`config.mk`:
```
export PLATFORM = sky130hd
export DESIGN_NAME = glyph_fetch_sched
export DESIGN_NICKNAME = d
export VERILOG_FILES = /design/src/rtl/glyph_sched_pkg.sv /design/src/rtl/glyph_slot_regs.sv /design/src/rtl/glyph_fetch_sched.sv
export SDC_FILE = /design/constraint.sdc
export NUM_CORES = 1
export LEC_CHECK = 0
export ABC_AREA = 1
export CORE_UTILIZATION = 45
export CTS_BUF_LIST = sky130_fd_sc_hd__clkbuf_8
export CTS_CLUSTER_SIZE = 20
export DETAILED_ROUTE_END_ITERATION = 10
export PLACE_DENSITY = 0.63
export SETUP_SLACK_MARGIN = 0.2
export SYNTH_ARGS = -nofsm -noshare
export SYNTH_HDL_FRONTEND = slang
export SYNTH_SLANG_ARGS = --single-unit
```
`constraint.sdc`:
```
create_clock -name clk50 -period 30.5 [get_ports clk50]
set_clock_uncertainty 0.15 [all_clocks]
set_input_delay 3.05 -clock clk50 [delete_from_list [all_inputs] [get_ports clk50]]
set_output_delay 3.05 -clock clk50 [all_outputs]
set_load 0.03 [all_outputs]
```
`src/rtl/glyph_sched_pkg.sv`:
```
`default_nettype none
// ============================================================================
//  Module   : glyph_sched_pkg
//  Purpose  : Shared types and constants for the glyph fetch scheduler.
//  Revision : 1.0  initial release
// ============================================================================
package glyph_sched_pkg;

  localparam int GLYPH_DIM = 16;   // glyphs are 16x16 pixels
  localparam int H_ACTIVE  = 640;  // visible pixel columns per line

  // Field order matches the cfg_writedata layout so a plain cast unpacks it.
  typedef struct packed {
    logic       enable;
    logic [3:0] code;
    logic [9:0] x;
    logic [9:0] y;
  } slot_cfg_t;

  typedef enum logic [1:0] {
    IDLE  = 2'd0,
    SCAN  = 2'd1,
    FETCH = 2'd2,
    DRAIN = 2'd3
  } state_t;

endpackage
`default_nettype wire

```
`src/rtl/glyph_slot_regs.sv`:
```
`default_nettype none
// ============================================================================
//  Module   : glyph_slot_regs
//  Purpose  : Pending/active slot configuration banks. Host writes land in
//             the pending bank; the scheduler only ever reads the active bank,
//             which is refreshed from pending at frame end while idle (or in
//             the first idle cycle after a frame end that arrived while busy).
//  Revision : 1.0  initial release
// ============================================================================
module glyph_slot_regs
  import glyph_sched_pkg::*;
#(
  parameter int NSLOTS = 8,
  parameter int IDX_W  = 3
) (
  input  logic             clk50,
  input  logic             reset,
  input  logic             cfg_write,
  input  logic [2:0]       cfg_addr,
  input  logic [24:0]      cfg_writedata,
  input  logic             frame_end,
  input  logic             idle,
  input  logic [IDX_W-1:0] rd_slot,
  output slot_cfg_t        rd_cfg
);

  slot_cfg_t r_pending [NSLOTS];
  slot_cfg_t r_active  [NSLOTS];
  logic      r_defer;
  logic      w_copy;

  // A frame end seen while busy is remembered and honoured once idle.
  assign w_copy = idle && (frame_end || r_defer);

  // Bank update: the copy reads the old pending value, so a host write in
  // the same cycle only becomes active at the following frame end.
  always_ff @(posedge clk50) begin
    if (reset) begin
      for (int i = 0; i < NSLOTS; i++) begin
        r_pending[i] <= '0;
        r_active[i]  <= '0;
      end
      r_defer <= 1'b0;
    end else begin
      if (w_copy) begin
        for (int i = 0; i < NSLOTS; i++) r_active[i] <= r_pending[i];
      end
      if (cfg_write && (int'(cfg_addr) < NSLOTS)) begin
        r_pending[cfg_addr[IDX_W-1:0]] <= slot_cfg_t'(cfg_writedata);
      end
      if (w_copy)         r_defer <= 1'b0;
      else if (frame_end) r_defer <= 1'b1;
    end
  end

  assign rd_cfg = r_active[rd_slot];

endmodule
`default_nettype wire

```
`src/rtl/glyph_fetch_sched.sv`:
```
`default_nettype none
// ============================================================================
//  Module   : glyph_fetch_sched
//  Purpose  : During horizontal blanking, walks all glyph slots in index
//             order, fetches the 16-pixel row of every slot that covers the
//             next scanline from the shared glyph ROM, and writes the opaque,
//             on-screen pixels into the line buffer.
//  Revision : 1.0  initial release
// ============================================================================
module glyph_fetch_sched
  import glyph_sched_pkg::*;
#(
  parameter int NSLOTS  = 8,
  parameter int ROM_LAT = 2
) (
  input  logic        clk50,
  input  logic        reset,
  input  logic        cfg_write,
  input  logic [2:0]  cfg_addr,
  input  logic [24:0] cfg_writedata,
  input  logic        line_start,
  input  logic [9:0]  next_line,
  input  logic        frame_end,
  output logic [11:0] rom_address,
  input  logic [23:0] rom_q,
  output logic        lb_clear,
  output logic        lb_we,
  output logic [9:0]  lb_addr,
  output logic [23:0] lb_wdata,
  output logic        busy,
  output logic        overrun
);

  localparam int IDX_W  = (NSLOTS > 1) ? $clog2(NSLOTS) : 1;
  localparam int SLOT_W = $clog2(NSLOTS + 1);  // must also hold NSLOTS (end marker)
  localparam int DRN_W  = (ROM_LAT > 1) ? $clog2(ROM_LAT) : 1;

  state_t              r_state;
  logic [9:0]          r_line;
  logic [SLOT_W-1:0]   r_slot;
  logic [3:0]          r_col;
  logic [DRN_W-1:0]    r_drain;
  logic                r_overrun;
  logic [ROM_LAT-1:0]  r_vld;
  logic [9:0]          r_addr_pipe [ROM_LAT];

  slot_cfg_t           w_cfg;
  logic                w_idle;
  logic [10:0]         w_line11;
  logic [10:0]         w_y_lo;
  logic [10:0]         w_y_hi;
  logic                w_visible;
  logic [3:0]          w_row;
  logic [10:0]         w_pix11;
  logic                w_on_screen;

  glyph_slot_regs #(
    .NSLOTS (NSLOTS),
    .IDX_W  (IDX_W)
  ) u_slot_regs (
    .clk50         (clk50),
    .reset         (reset),
    .cfg_write     (cfg_write),
    .cfg_addr      (cfg_addr),
    .cfg_writedata (cfg_writedata),
    .frame_end     (frame_end),
    .idle          (w_idle),
    .rd_slot       (r_slot[IDX_W-1:0]),
    .rd_cfg        (w_cfg)
  );

  assign w_idle      = (r_state == IDLE);
  // 11-bit compares so a glyph near the bottom of the range never wraps.
  assign w_line11    = {1'b0, r_line};
  assign w_y_lo      = {1'b0, w_cfg.y};
  assign w_y_hi      = w_y_lo + 11'(GLYPH_DIM - 1);
  assign w_visible   = w_cfg.enable && (w_line11 >= w_y_lo) && (w_line11 <= w_y_hi);
  assign w_row       = r_line[3:0] - w_cfg.y[3:0];
  assign w_pix11     = {1'b0, w_cfg.x} + {7'b0, r_col};
  assign w_on_screen = (w_pix11 <= 11'(H_ACTIVE - 1));

  assign rom_address = (r_state == FETCH) ? {w_cfg.code, w_row, r_col} : 12'h000;
  assign busy        = !w_idle;
  assign overrun     = r_overrun;
  assign lb_clear    = w_idle && line_start && !reset;
  // Black is the transparent colour and is never written.
  assign lb_we       = r_vld[ROM_LAT-1] && (rom_q != 24'h000000);
  assign lb_addr     = r_addr_pipe[ROM_LAT-1];
  assign lb_wdata    = r_vld[ROM_LAT-1] ? rom_q : 24'h000000;

  // Slot walk: one SCAN cycle per slot plus a terminating SCAN at slot NSLOTS.
  always_ff @(posedge clk50) begin
    if (reset) begin
      r_state <= IDLE;
      r_line  <= '0;
      r_slot  <= '0;
      r_col   <= '0;
      r_drain <= '0;
    end else begin
      case (r_state)
        IDLE: begin
          if (line_start) begin
            r_line  <= next_line;
            r_slot  <= '0;
            r_state <= SCAN;
          end
        end
        SCAN: begin
          if (r_slot == SLOT_W'(NSLOTS)) begin
            r_state <= IDLE;
          end else if (w_visible) begin
            r_col   <= '0;
            r_state <= FETCH;
          end else begin
            r_slot  <= r_slot + SLOT_W'(1);
          end
        end
        FETCH: begin
          if (r_col == 4'(GLYPH_DIM - 1)) begin
            r_drain <= '0;
            r_state <= DRAIN;
          end else begin
            r_col   <= r_col + 4'd1;
          end
        end
        DRAIN: begin
          if (r_drain == DRN_W'(ROM_LAT - 1)) begin
            r_slot  <= r_slot + SLOT_W'(1);
            r_state <= SCAN;
          end else begin
            r_drain <= r_drain + DRN_W'(1);
          end
        end
        default: r_state <= IDLE;
      endcase
    end
  end

  // Write-enable/column pipeline aligned with the ROM read latency.
  always_ff @(posedge clk50) begin
    if (reset) begin
      r_vld <= '0;
      for (int i = 0; i < ROM_LAT; i++) r_addr_pipe[i] <= '0;
    end else begin
      r_vld[0]       <= (r_state == FETCH) && w_on_screen;
      r_addr_pipe[0] <= w_pix11[9:0];
      for (int i = 1; i < ROM_LAT; i++) begin
        r_vld[i]       <= r_vld[i-1];
        r_addr_pipe[i] <= r_addr_pipe[i-1];
      end
    end
  end

  // Sticky overrun: a new line requested before the previous one finished.
  always_ff @(posedge clk50) begin
    if (reset)                    r_overrun <= 1'b0;
    else if (line_start && !w_idle) r_overrun <= 1'b1;
  end

endmodule
`default_nettype wire

```
Yosys cells after proc, flatten, opt, wreduce, memory -nomap -nowiden
Memory sizes are Yosys's and may differ from the RTL's. A register that Yosys moved wholly into a read port is not among the register bits.
Index checks and enable logic that the tools add are counted.
Storage, ports and cells
  bits in read-only memories: 0
  latch bits: 0
  memories: 3
  word-level logic and storage cells: 110
  output and inout bits: 50
  register bits: 25
  memory bits (writable): 420
Memory list
  u_slot_regs.r_active: depth 8, bits a word 25, read ports 1, clocked after memory_dff 1, wr ports 8, RTL line glyph_slot_regs.sv:28  | slot_cfg_t r_active [NSLOTS];
  u_slot_regs.r_pending: depth 8, bits a word 25, read ports 8, clocked after memory_dff 0, wr ports 8, RTL line glyph_slot_regs.sv:27  | slot_cfg_t r_pending [NSLOTS];
  r_addr_pipe: depth 2, bits a word 10, read ports 2, clocked after memory_dff 0, wr ports 2, RTL line glyph_fetch_sched.sv:45  | logic [9:0] r_addr_pipe [ROM_LAT];
Operators by class
  order comparisons: 3
  bitwise operators: 10
  reduce and logical (&&, ||, !) cells: 23
  shift-type cells: 0
  add/sub/neg operators: 6
  mux-type cells: 44
  multiply operators: 0
  equality and inequality tests: 13
  divide/modulo/power cells: 0
Operators with widths (number)
  $mux W25: 9
  $mux W4: 7
  $reduce_or A25 Y1: 1
  $mux W24: 1
  $reduce_bool A24 Y1: 1
  $mux W10: 2
  $ne A2 B2 Y1 const B: 7
  $mux W1: 12
  $mux W12: 1
  $pmux W4 S3: 1
  $add A10 B4 Y11: 1
  $add A10 B4 Y11 const B: 1
  $le A10 B11 Y1: 1
  $le A11 B10 Y1 const B: 1
  $ge A10 B10 Y1: 1
  $mux W2: 5
  $or A1 B1 Y1: 10
  $mux W3: 3
  $add A4 B1 Y4 const B: 2
  $eq A4 B4 Y1 const B: 2
  $logic_and A1 B1 Y1: 8
  $pmux W2 S4: 1
  $pmux W4 S2: 1
  $reduce_and A4 Y1: 2
  other kinds (14): 18

Logic depth before layout (Yosys ltp)
Gate-level depths: netlist (run 1).
  depth in word-level cells: 8
  mapped depth: 27
  mapped depth without buffers: 25

By module
From an unflattened synthesis (run 1), not the netlist that was laid out.
Unflattened totals
  cells, all modules: 2247
  area total of the unflattened synthesis: 20850.0 um^2
Modules (own cells, without submodules)
  glyph_slot_regs: instances 1, seq. area each 12031.5 um^2, cells each 1764, area each 17708.2 um^2
  glyph_fetch_sched: instances 1, seq. area each 880.8 um^2, cells each 483, area each 3141.8 um^2

Worst setup path before layout (run 1)
OpenSTA, ideal clock, no wires.
  path type: input port to flip-flop
  start point: in frame_end
  end point: mem u_slot_regs.r_active[0][0] (netlist name), enable pin
  path slack: 12.222 ns
  arrival: 17.089 ns
  library setup time: 1.039 ns
  cell stages on the path: 2
  required time: 29.311 ns
  buffers on the path: 0
  cells stage by stage: nor2_1 o21ai_0
RTL lines
  start: declaration: RTL line glyph_fetch_sched.sv:23  | input logic frame_end,
  end: declaration: RTL line glyph_slot_regs.sv:28

Worst setup path in the final report (run 1)
  start point: in rom_q[7]
  end point: out lb_we
On the way
  word-level cells in the longest chain between the ends: 2
RTL lines
  start: declaration: RTL line glyph_fetch_sched.sv:25  | input logic [23:0] rom_q,
  $reduce_bool A24 Y1: RTL line glyph_fetch_sched.sv:87  | assign lb_we = r_vld[ROM_LAT-1] && (rom_q != 24'h000000);
  $logic_and A1 B1 Y1: RTL line glyph_fetch_sched.sv:87
  end: declaration: RTL line glyph_fetch_sched.sv:27  | output logic lb_we,
Every way passes these cells.

==> results of run 1 <==
## sequential cells by signal, indices dropped and copies added (netlist names), named ones only
register,flops
u_slot_regs.r_active,200
u_slot_regs.r_pending,200
r_addr_pipe,20
r_line,10
r_col,4
r_slot,4
r_state,2
r_vld,2
overrun,1
r_drain,1
u_slot_regs.r_defer,1
## layout make-up
type / instances / area, um2 / area share
Inverter: 360 / 1350 / 0.0594
Tap cell: 585 / 732 / 0.0322
Timing Repair Buffer: 139 / 1340 / 0.0589
Multi-Input combinational cell: 1080 / 4970 / 0.219
Sequential cell: 448 / 13000 / 0.570
Clock buffer: 80 / 1100 / 0.0484
Clock inverter: 55 / 284 / 0.0125
## critical path, delay by kind of cell
family	cells	cell delay, ps
buffers and inverters	3	1070
AO/OA/AOI/OAI	1	160
AND/OR/NAND/NOR	2	490
## per-stage QoR
step           utilization  hold slack, ps  setup WS [ps]  power [mW]  instance area, um2
2_1_floorplan            -             238          12220        1.25               19800
3_3_place_gp         0.494             239          22480        1.34               21400
3_5_place_dp         0.494             244          22510        1.36               21400
4_1_cts              0.526             253          22500        1.85               22800
5_1_grt              0.526             260          22450        1.95               22800
6_report             0.526             251          22540        1.84               22800
## cells in the final DEF, fill, tap and decap left out, drive strengths merged, types with 24 or more instances in the layout
master         netlist  routed
a21oi               28      28
buf                 35      24
clkbuf              58      80
clkdlybuf4s50        0     115
dfxtp               48      48
edfxtp             400     400
ha                  33      33
inv                358     390
nand2              216     216
nand3               58      58
nor2               571     571
o21ai               98      98
## metal layers
metal  up-vias  track usage  share of wire
met4         2       0.0827          0.028
met5         -            0        0.00020
met3        84       0.0399          0.072
met1      6209        0.244           0.41
met2       392        0.348           0.49
li1       6532            -              -
## worst min path at each step
stage          slack, ps  cells past startpoint                  to
4_1_cts              250                      2  r_addr_pipe[0][11]
3_3_place_gp         240                      2  r_addr_pipe[0][18]
6_report             250                      2  r_addr_pipe[0][19]
5_1_grt              260                      2  r_addr_pipe[0][11]
2_1_floorplan        240                      2  r_addr_pipe[0][10]
3_5_place_dp         240                      2  r_addr_pipe[0][16]
## power by group
group	internal, mW	switching, mW	total, mW
logic	0.163	0.328	0.492
clock network	0.259	0.236	0.495
registers	0.806	0.0441	0.850
total	1.23	0.608	1.84
## kinds of logic after synthesis
family,Yosys count
DFF,448
xor gates and xnor gates,14
adders and majority gates,35
AOI/OAI and AO/OA,165
buffers and inverters,453
muxes,1
and+or+nand+nor,865
==> metrics.md, run 1 <==
| Metric | Value |
|---|---|
| HPWL after DPL | `about 25000 um` |
| Detailed-route vias per instance | `a little under 5` |
| Area of the core | `approximately 43000 um2` |
| Ratio of total power to cell area | `80.7 nW/um2` |
| Kind of end point of the critical path | `primary output` |
| Cell-by-cell listing of the critical path | `clkdlybuf4s50_1 > nor4_1 > nand4_1 > o21ai_0 > inv_1 > clkdlybuf4s50_1` |
| Clock transition at the register clock pins on the worst setup and hold paths after CTS | `about 50 ps` |
| Max clock buf depth | `3` |
| Leading cell type by number of instances after synthesis | `sky130_fd_sc_hd__nor2_1` |
| Final-layout fill cell count | `roughly 3.8k` |
| Routed wire length | `approximately 44000 um` |
| Maximum number of pins on one net before global-route repair | `just over 200` |
| Result of the run | `finished, final reports clean` |
| Count of unique library cells instantiated by Yosys | `46` |
| Die Outline Area | `about 45000 um2` |
| Number of global-route vias before repair | `approximately 13k` |
| Die Span Y | `212 um` |
| Compound-gate portion of the synthesized area | `0.0464` |
| Number of hold violations in the final report | `0` |
| Cell types with the highest counts after synthesis | `sky130_fd_sc_hd__nor2_1, sky130_fd_sc_hd__edfxtp_1, sky130_fd_sc_hd__inv_1` |
| Final critical-path share of the clock period | `0.261` |
| Worst skew pair latency | `between 600 and 700 ps` |
| Placement Rows | `76` |
| Average wire per cell in the routed design | `around 16 um` |
| Leakage Power | `10.1 nW` |
| Pins over their slew limit | `0` |
| Antenna viol nets, final | `0` |
| TritonCTS clock tree | `built` |
| CTS H-tree lvls | `3` |
| Summed negative setup slack over all endpoints | `0 ps` |
| Number of non-filler instances in the completed layout | `2747` |
| Peak supply drop | `about 48 uV` |
| Signal arrival time at the worst endpoint | `roughly 4800 ps` |
| Area growth syn-to-layout | `15.0%` |
| Top-level I/O count | `between 100 and 150` |
| Final RePlAce weighted congestion | `0.803` |
| Clock net sink count | `between 400 and 500` |
| R2R setup slack | `~26000 ps` |
| Vias | `about 13k` |
| Async set-reset flop share out of synthesis | `0` |
| Share of cells above drive strength 1 | `0.0675` |
| Global-route wire length before repair | `68200 um` |
| Reg2Reg Depth | `27` |
| Aggregate global routing overflow | `0` |
| Proportion of synthesized area in mux cells | `0.000506` |
| Die extent in x | `approximately 210 um` |
| Post-layout nets | `around 2.2k` |
| Main synth FF type | `sky130_fd_sc_hd__edfxtp_1` |
| Number of instances in the placed design | `2612` |
| Startpoint type of the worst setup path | `input port` |
| Cell with the largest stage delay on the worst path | `sky130_fd_sc_hd__clkdlybuf4s50_1` |
| Xor/xnor cell area share of the yosys netlist | `0.00620` |
| Combinational family with the most area after synthesis | `simple AND/OR/NAND/NOR gates` |
| Diodes inserted | `0` |
| Normalized max-slew margin | `0.104` |
| 1st-pass router iterations | `5` |
| Area contributors post-synth | `sky130_fd_sc_hd__edfxtp_1, sky130_fd_sc_hd__nor2_1, sky130_fd_sc_hd__inv_1, sky130_fd_sc_hd__dfxtp_1, sky130_fd_sc_hd__nand2_1` |
| Count of buffers inserted at the top-level ports | `between 100 and 150` |
| Library cell used as clock root buffer | `sky130_fd_sc_hd__clkbuf_8` |
| Post-CTS Repair Setup Buffers | `0` |
| Shortest clock period the worst path allows after layout | `7960 ps` |
| Antenna violations before repair | `2` |
| Cells after synthesis | `approximately 2.0k` |
| Startpoint of the worst hold path | `r_addr_pipe[0][9]` |
| Worst Tran Pin Value | `roughly 1300 ps` |
| Worst reg2reg path endpoint | `r_state[0]` |
| Number of buffers created by CTS | `75` |
| Share of synthesized cell area in and, or, nand and nor gates | `0.174` |
| Largest fanout of any net on the critical path | `2` |
| Unrepaired setup endpoints after global routing | `false` |
| Overall Global Routing Usage | `0.201` |
| Post-synthesis average cell area | `about 10 um2` |
| Total nets after synthesis | `2083` |
| Number of design-rule violations left by the first detailed-router iteration | `between 900 and 1k` |
| Sequential cell area fraction in the yosys report | `0.655` |
| Total setup violations reported at the end of the flow | `0` |
| Largest area contributor in the netlist | `sky130_fd_sc_hd__edfxtp_1` |
| Flip-flop and latch count after synthesis | `448` |
| Number of warnings issued by yosys | `0` |
| DRC violation count after routing | `0` |
| Number of instances resized during post-cts repair | `0` |
| Max Cap Violations | `0` |
| Area share of the largest cell type after synthesis | `0.607` |
| Post-synthesis cell area | `19800 um2` |
| Cell with the most instances on the worst path | `sky130_fd_sc_hd__clkdlybuf4s50_1` |
| Adder and majority gate portion of the synthesized area | `0.0229` |
| Worst endpoint required time | `~27000 ps` |
| Cts hold-fix bufs | `0` |
| Count of flip-flops with a built-in enable after synthesis | `400` |
| Worst Path Class, Setup | `in -> out` |
| Critical path destination | `lb_we` |
| Initial standard-cell utilization of the core | `0.457` |
| Achievable Freq | `around 130 MHz` |
| Slowest stage delay, CP | `between 500 and 600 ps` |
| Hold Path Class | `reg -> reg` |
| Worst setup path start | `rom_q[7]` |
Power figures use the tool's default switching activity.
==> run 2: changes to the inputs <==
Settings changed: PLACE_DENSITY 0.63 to 0.65.
Clock period 30.5 ns to 6.4 ns, I/O delays scaled along.
==> metrics.md, run 2 (same netlist as run 1, synthesis figures left out) <==
| Metric | Value |
|---|---|
| Count of buffers inserted at the top-level ports | `116 (unchanged)` |
| Cts hold-fix bufs | `0 (unchanged)` |
| Area growth syn-to-layout | `14.5%` |
| Final RePlAce weighted congestion | `0.823 (+2.5%)` |
| Number of hold violations in the final report | `0 (unchanged)` |
| Routed wire length | `45400 um (+3.1%)` |
| 1st-pass router iterations | `7 (+2)` |
| Setup ws final | `1430 ps (-21110 ps)` |
| Leakage Power | `10.0 nW (-0.34%)` |
| Signal arrival time at the worst endpoint | `4180 ps (-580 ps)` |
| Normalized max-slew margin | `0.212 (+0.107)` |
| Average wire per cell in the routed design | `16.5 um (+3.2%)` |
| Kind of end point of the critical path | `primary output` |
| Clock transition at the register clock pins on the worst setup and hold paths after CTS | `60 ps (about the same)` |
| Summed negative setup slack over all endpoints | `0 ps (unchanged)` |
| Area of the core | `43300 um2 (unchanged)` |
| Number of global-route vias before repair | `13.1k (+2.1%)` |
| Pins over their slew limit | `0 (unchanged)` |
| Share of cells above drive strength 1 | `0.0672 (-0.000338)` |
| Worst skew pair latency | `610 ps (about the same)` |
| Global-route wire length before repair | `70300 um (+3.1%)` |
| Cell-by-cell listing of the critical path | `inv_2 > o21ai_0 > o22ai_1 > mux2i_1 > ha_1 > a21o_1 > a21oi_1 > xor2_1 > nor2_1 > clkdlybuf4s50_1` |
| Number of instances in the placed design | `2613 (+0.038%)` |
| Vias | `13.4k (+1.4%)` |
| Unrepaired setup endpoints after global routing | `false` |
| Result of the run | `finished, final reports clean` |
| Antenna viol nets, final | `0 (unchanged)` |
| Worst Hold Margin | `255 ps (+4.05 ps)` |
| Cell with the largest stage delay on the worst path | `sky130_fd_sc_hd__dfxtp_4` |
| Placement Rows | `76 (unchanged)` |
| Number of instances resized during post-cts repair | `0 (unchanged)` |
| Power consumption | `8.62 mW (+370%)` |
| Worst endpoint required time | `5610 ps (-21690 ps)` |
| Most common cell after layout, fill and taps aside | `sky130_fd_sc_hd__nor2_1` |
| Initial standard-cell utilization of the core | `0.457 (unchanged)` |
| Highest-count cells in the layout ignoring fill and taps | `sky130_fd_sc_hd__nor2_1, sky130_fd_sc_hd__edfxtp_1, sky130_fd_sc_hd__inv_1` |
| Worst Path Class, Setup | `reg -> out` |
| Top-level I/O count | `117 (unchanged)` |
| Clock net sink count | `448 (unchanged)` |
| Final critical-path share of the clock period | `0.776` |
| DRC violation count after routing | `0 (unchanged)` |
| Cell area after layout | `22700 um2 (-0.43%)` |
| TritonCTS clock tree | `built` |
| Achievable Freq | `~200 MHz` |
| Die Outline Area | `44800 um2 (unchanged)` |
| Largest registers ranked by flip-flop count | `u_slot_regs.r_active: 200 flops, u_slot_regs.r_pending: 200 flops, r_addr_pipe: 20 flops` |
| Diodes inserted | `0 (unchanged)` |
| Peak supply drop | `299 uV (+530%)` |
| Post-layout utilization of the core | `0.524 (-0.00226)` |
| Ratio of total power to cell area | `380 nW/um2 (+370%)` |
| Setup slack at placement | `2040 ps (-20470 ps)` |
| Max Cap Violations | `0 (unchanged)` |
| Shortest clock period the worst path allows after layout | `just under 5000 ps` |
| Worst hold path depth | `2 (unchanged)` |
| Aggregate global routing overflow | `0 (unchanged)` |
| Hold Path Class | `reg -> reg` |
| Number of design-rule violations left by the first detailed-router iteration | `1232 (+32%)` |
| Number of buffers created by CTS | `74 (-1.3%)` |
| Slowest stage delay, CP | `730 ps (+150 ps)` |
| Detailed-route vias per instance | `4.89 (+1.5%)` |
| Antenna violations before repair | `0 (-2)` |
| Worst Tran Pin Value | `1180 ps (-161 ps)` |
| HPWL after DPL | `26200 um (+4.0%)` |
| Number of non-filler instances in the completed layout | `2743 (-0.15%)` |
| Max clock buf depth | `3 (unchanged)` |
| CTS H-tree lvls | `3 (unchanged)` |
| Area post-placement | `21400 um2 (unchanged)` |
| Overall Global Routing Usage | `0.207 (+0.00584)` |
| Post-layout nets | `2206 (unchanged)` |
| Startpoint type of the worst setup path | `flip-flop` |
| Total setup violations reported at the end of the flow | `0 (unchanged)` |
| Reg2Reg Depth | `16 (-41%)` |
| Post-CTS Repair Setup Buffers | `0 (unchanged)` |
| Die Span Y | `212 um (unchanged)` |
| Library cell used as clock root buffer | `sky130_fd_sc_hd__clkbuf_8` |
| Die extent in x | `212 um (unchanged)` |
| Largest fanout of any net on the critical path | `52 (+50)` |
| Maximum number of pins on one net before global-route repair | `202 (unchanged)` |
## run 2: critical path, delay by kind of cell (launching register included)
| kind | cells | cell delay, ps |
|---|---|---|
| adders and majority gates | 1 | 340 |
| buffers and inverters | 2 | 1150 |
| DFF | 1 | 730 |
| xor gates and xnor gates | 1 | 80 |
| and+or+nand+nor | 1 | 100 |
| muxes | 1 | 410 |
| AOI/OAI and AO/OA | 4 | 730 |
## run 2: area by class of cell
type / instances / area, um2
flip-flops and latches: 448 / 13000
clock buffers: 78 / 1070
clock inverters: 52 / 214
well taps: 585 / 732
multi-input cells: 1080 / 4970
fillers: 3880 / 20600
repair buffers: 140 / 1350
inverters: 360 / 1350
## run 2: where the power goes
part           switching (mW)  internal, mW  total (mW)  leakage (nW)
sequential              0.226          3.84        4.06          4.47
clock                    1.10          1.12        2.22         0.766
combinational            1.57         0.773        2.34          4.80
## run 2: worst paths after layout
kind | from | endpoint | slack [ps]
worst max-delay path | flip-flop | rom_address[7] | 1430
worst min register to register | r_addr_pipe[0][3] | r_addr_pipe[0][13] | 260
worst min-delay path | r_addr_pipe[0][3] | r_addr_pipe[0][13] | 260
worst max register to register | flip-flop | r_vld[0] | 1990
## run 2: layer usage
layer | wire length, um | part of all wire | global-route usage | vias up
li1 | - | - | - | 6524
met2 | 22100 | 0.49 | 0.353 | 429
met1 | 18800 | 0.41 | 0.258 | 6359
met4 | 1380 | 0.030 | 0.0875 | 0
met5 | 0 | 0 | 0 | -
met3 | 3100 | 0.068 | 0.0363 | 91
==> run 3: changes to the inputs <==
Settings changed: PLACE_DENSITY 0.65 to 0.63.
Clock period 6.4 ns to 5.05 ns, I/O delays scaled along.
==> metrics.md, run 3 (same netlist as run 1, synthesis figures left out) <==
| Metric | Value |
|---|---|
| Final-layout fill cell count | `3890 (+0.26%)` |
| Maximum number of pins on one net before global-route repair | `202 (unchanged)` |
| Share of cells above drive strength 1 | `0.0689 (+0.00166)` |
| Worst skew pair latency | `620 ps (about the same)` |
| HPWL after DPL | `27400 um (+4.7%)` |
| R2R setup slack | `1030 ps (-960 ps)` |
| Critical path destination | `rom_address[6]` |
| Die Outline Area | `44800 um2 (unchanged)` |
| Library cell used as clock root buffer | `sky130_fd_sc_hd__clkbuf_8` |
| Achievable Freq | `220 MHz` |
| Setup ws final | `514 ps (-919 ps)` |
| Final RePlAce weighted congestion | `0.810 (-1.6%)` |
| Number of global-route vias before repair | `13.2k (+0.85%)` |
| Hold Path Class | `reg -> reg` |
| Routed wire length | `45800 um (+0.91%)` |
| Worst Tran Pin Value | `1220 ps (+39.9 ps)` |
| Number of instances in the placed design | `2620 (+0.27%)` |
| Max clock buf depth | `3 (unchanged)` |
| Die Span Y | `212 um (unchanged)` |
| Clock transition at the register clock pins on the worst setup and hold paths after CTS | `60 ps (about the same)` |
| CTS H-tree lvls | `3 (unchanged)` |
| Area used by sequential logic in the layout | `13000 um2 (unchanged)` |
| Max Cap Violations | `0 (unchanged)` |
| Startpoint type of the worst setup path | `flip-flop` |
| Post-layout utilization of the core | `0.526 (+0.00174)` |
| Placement Rows | `76 (unchanged)` |
| Shortest clock period the worst path allows after layout | `4540 ps` |
| Kind of end point of the critical path | `primary output` |
| Post-layout nets | `2213 (+0.32%)` |
| TritonCTS clock tree | `built` |
| Cts hold-fix bufs | `0 (unchanged)` |
| Peak supply drop | `300 uV (+0.48%)` |
| Global-route wire length before repair | `71500 um (+1.7%)` |
| Number of buffers created by CTS | `74 (unchanged)` |
| Area occupied by multi-input gates | `4970 um2 (unchanged)` |
| Unrepaired setup endpoints after global routing | `false` |
| Antenna violations before repair | `0 (unchanged)` |
| Number of non-filler instances in the completed layout | `2750 (+0.26%)` |
| Area of the core | `43300 um2 (unchanged)` |
| Detailed-route vias per instance | `4.83 (-1.2%)` |
| Largest fanout of any net on the critical path | `64 (+23%)` |
| Total setup violations reported at the end of the flow | `0 (unchanged)` |
| Result of the run | `finished, final reports clean` |
| Initial standard-cell utilization of the core | `0.457 (unchanged)` |
| Cell area after layout | `22700 um2 (+0.33%)` |
| Number of hold violations in the final report | `0 (unchanged)` |
| Worst Path Class, Setup | `reg -> out` |
| Pins over their slew limit | `0 (unchanged)` |
| Largest registers ranked by flip-flop count | `u_slot_regs.r_active: 200 flops, u_slot_regs.r_pending: 200 flops, r_addr_pipe: 20 flops` |
| Overall Global Routing Usage | `0.211 (+0.00413)` |
| Vias | `13.3k (-0.98%)` |
| Post-CTS Repair Setup Buffers | `0 (unchanged)` |
| Antenna viol nets, final | `0 (unchanged)` |
| Top-level I/O count | `117 (unchanged)` |
| Leakage Power | `10.1 nW (+0.57%)` |
| Setup slack at placement | `1090 ps (-949 ps)` |
| Normalized max-slew margin | `0.185 (-0.0266)` |
| Area post-placement | `21400 um2 (+0.30%)` |
| Number of instances resized during post-cts repair | `0 (unchanged)` |
| Clock net sink count | `448 (unchanged)` |
| 1st-pass router iterations | `5 (-2)` |
| Aggregate global routing overflow | `0 (unchanged)` |
| Final critical-path share of the clock period | `0.898` |
| Summed negative setup slack over all endpoints | `0 ps (unchanged)` |
| Reg2Reg Depth | `23 (+7)` |
| Number of design-rule violations left by the first detailed-router iteration | `1123 (-8.8%)` |
| Ratio of total power to cell area | `483 nW/um2 (+27%)` |
| Most common cell after layout, fill and taps aside | `sky130_fd_sc_hd__nor2_1` |
| Count of buffers inserted at the top-level ports | `116 (unchanged)` |
| Signal arrival time at the worst endpoint | `3880 ps (-300 ps)` |
| Area growth syn-to-layout | `14.9%` |
| Die extent in x | `212 um (unchanged)` |
| Average wire per cell in the routed design | `16.6 um (+0.65%)` |
| DRC violation count after routing | `0 (unchanged)` |
| Highest-count cells in the layout ignoring fill and taps | `sky130_fd_sc_hd__nor2_1, sky130_fd_sc_hd__edfxtp_1, sky130_fd_sc_hd__inv_1` |
| Worst endpoint required time | `4390 ps (-1220 ps)` |
## run 3: cell count changes in the layout (fill, tap and decap cells not counted), moves of 2 or more
| cell | change |
|---|---|
| sky130_fd_sc_hd__inv_6 | +2 |
| sky130_fd_sc_hd__clkinv_1 | -3 |
| sky130_fd_sc_hd__clkbuf_8 | -2 |
| sky130_fd_sc_hd__clkinv_2 | -6 |
| sky130_fd_sc_hd__inv_8 | +2 |
| sky130_fd_sc_hd__inv_1 | +5 |
| sky130_fd_sc_hd__buf_4 | +6 |
## run 3: layer usage
metal,vias up,GRT usage,wire length [um]
met3,89,0.0334,2450
met4,0,0.0825,1390
met2,379,0.354,21800
met5,-,0,0
met1,6260,0.274,20200
li1,6544,-,-
## run 3: layout make-up
type / count / share of cell area
well taps: 585 / 0.0322
clock inverters: 53 / 0.0109
diodes: 1 / 0.000110
flip-flops and latches: 448 / 0.571
repair buffers: 147 / 0.0622
inverters: 360 / 0.0594
clock buffers: 76 / 0.0460
multi-input cells: 1080 / 0.218
## run 3: where the power goes
part | internal (mW) | switching [mW]
combinational | 1.00 | 2.03
clock | 1.41 | 1.42
sequential | 4.87 | 0.249
total | 7.28 | 3.70
## run 3: how the worst min path moves through the flow
| stage | to | start | depth (start not counted) |
|---|---|---|---|
| finish | r_addr_pipe[0][17] | r_addr_pipe[0][7] | 2 |
| CTS | r_addr_pipe[0][17] | r_addr_pipe[0][7] | 2 |
| floorplan | r_addr_pipe[0][10] | r_addr_pipe[0][0] | 2 |
| global route | r_addr_pipe[0][17] | r_addr_pipe[0][7] | 2 |
| detailed placement | r_addr_pipe[0][17] | r_addr_pipe[0][7] | 2 |
| global placement | r_addr_pipe[0][18] | r_addr_pipe[0][8] | 2 |
## run 3: worst max-delay path, cell delays in order (launching register included)
cell,delay [ps]
sky130_fd_sc_hd__dfxtp_4,350
sky130_fd_sc_hd__buf_4,560
sky130_fd_sc_hd__o21ai_0,200
sky130_fd_sc_hd__o22ai_1,200
sky130_fd_sc_hd__inv_1,90
sky130_fd_sc_hd__o21ai_2,250
sky130_fd_sc_hd__ha_1,200
sky130_fd_sc_hd__inv_1,60
sky130_fd_sc_hd__fa_1,400
sky130_fd_sc_hd__xnor2_1,140
sky130_fd_sc_hd__nor2_1,100
sky130_fd_sc_hd__clkdlybuf4s50_1,690
## run 3: stage by stage
step | hold WS, ps | power, mW
after detailed placement | 242 | 8.23
final | 248 | 11.0
after floorplan | 238 | 7.37
after global routing | 268 | 11.7
after CTS | 249 | 11.1
after global placement | 243 | 8.16
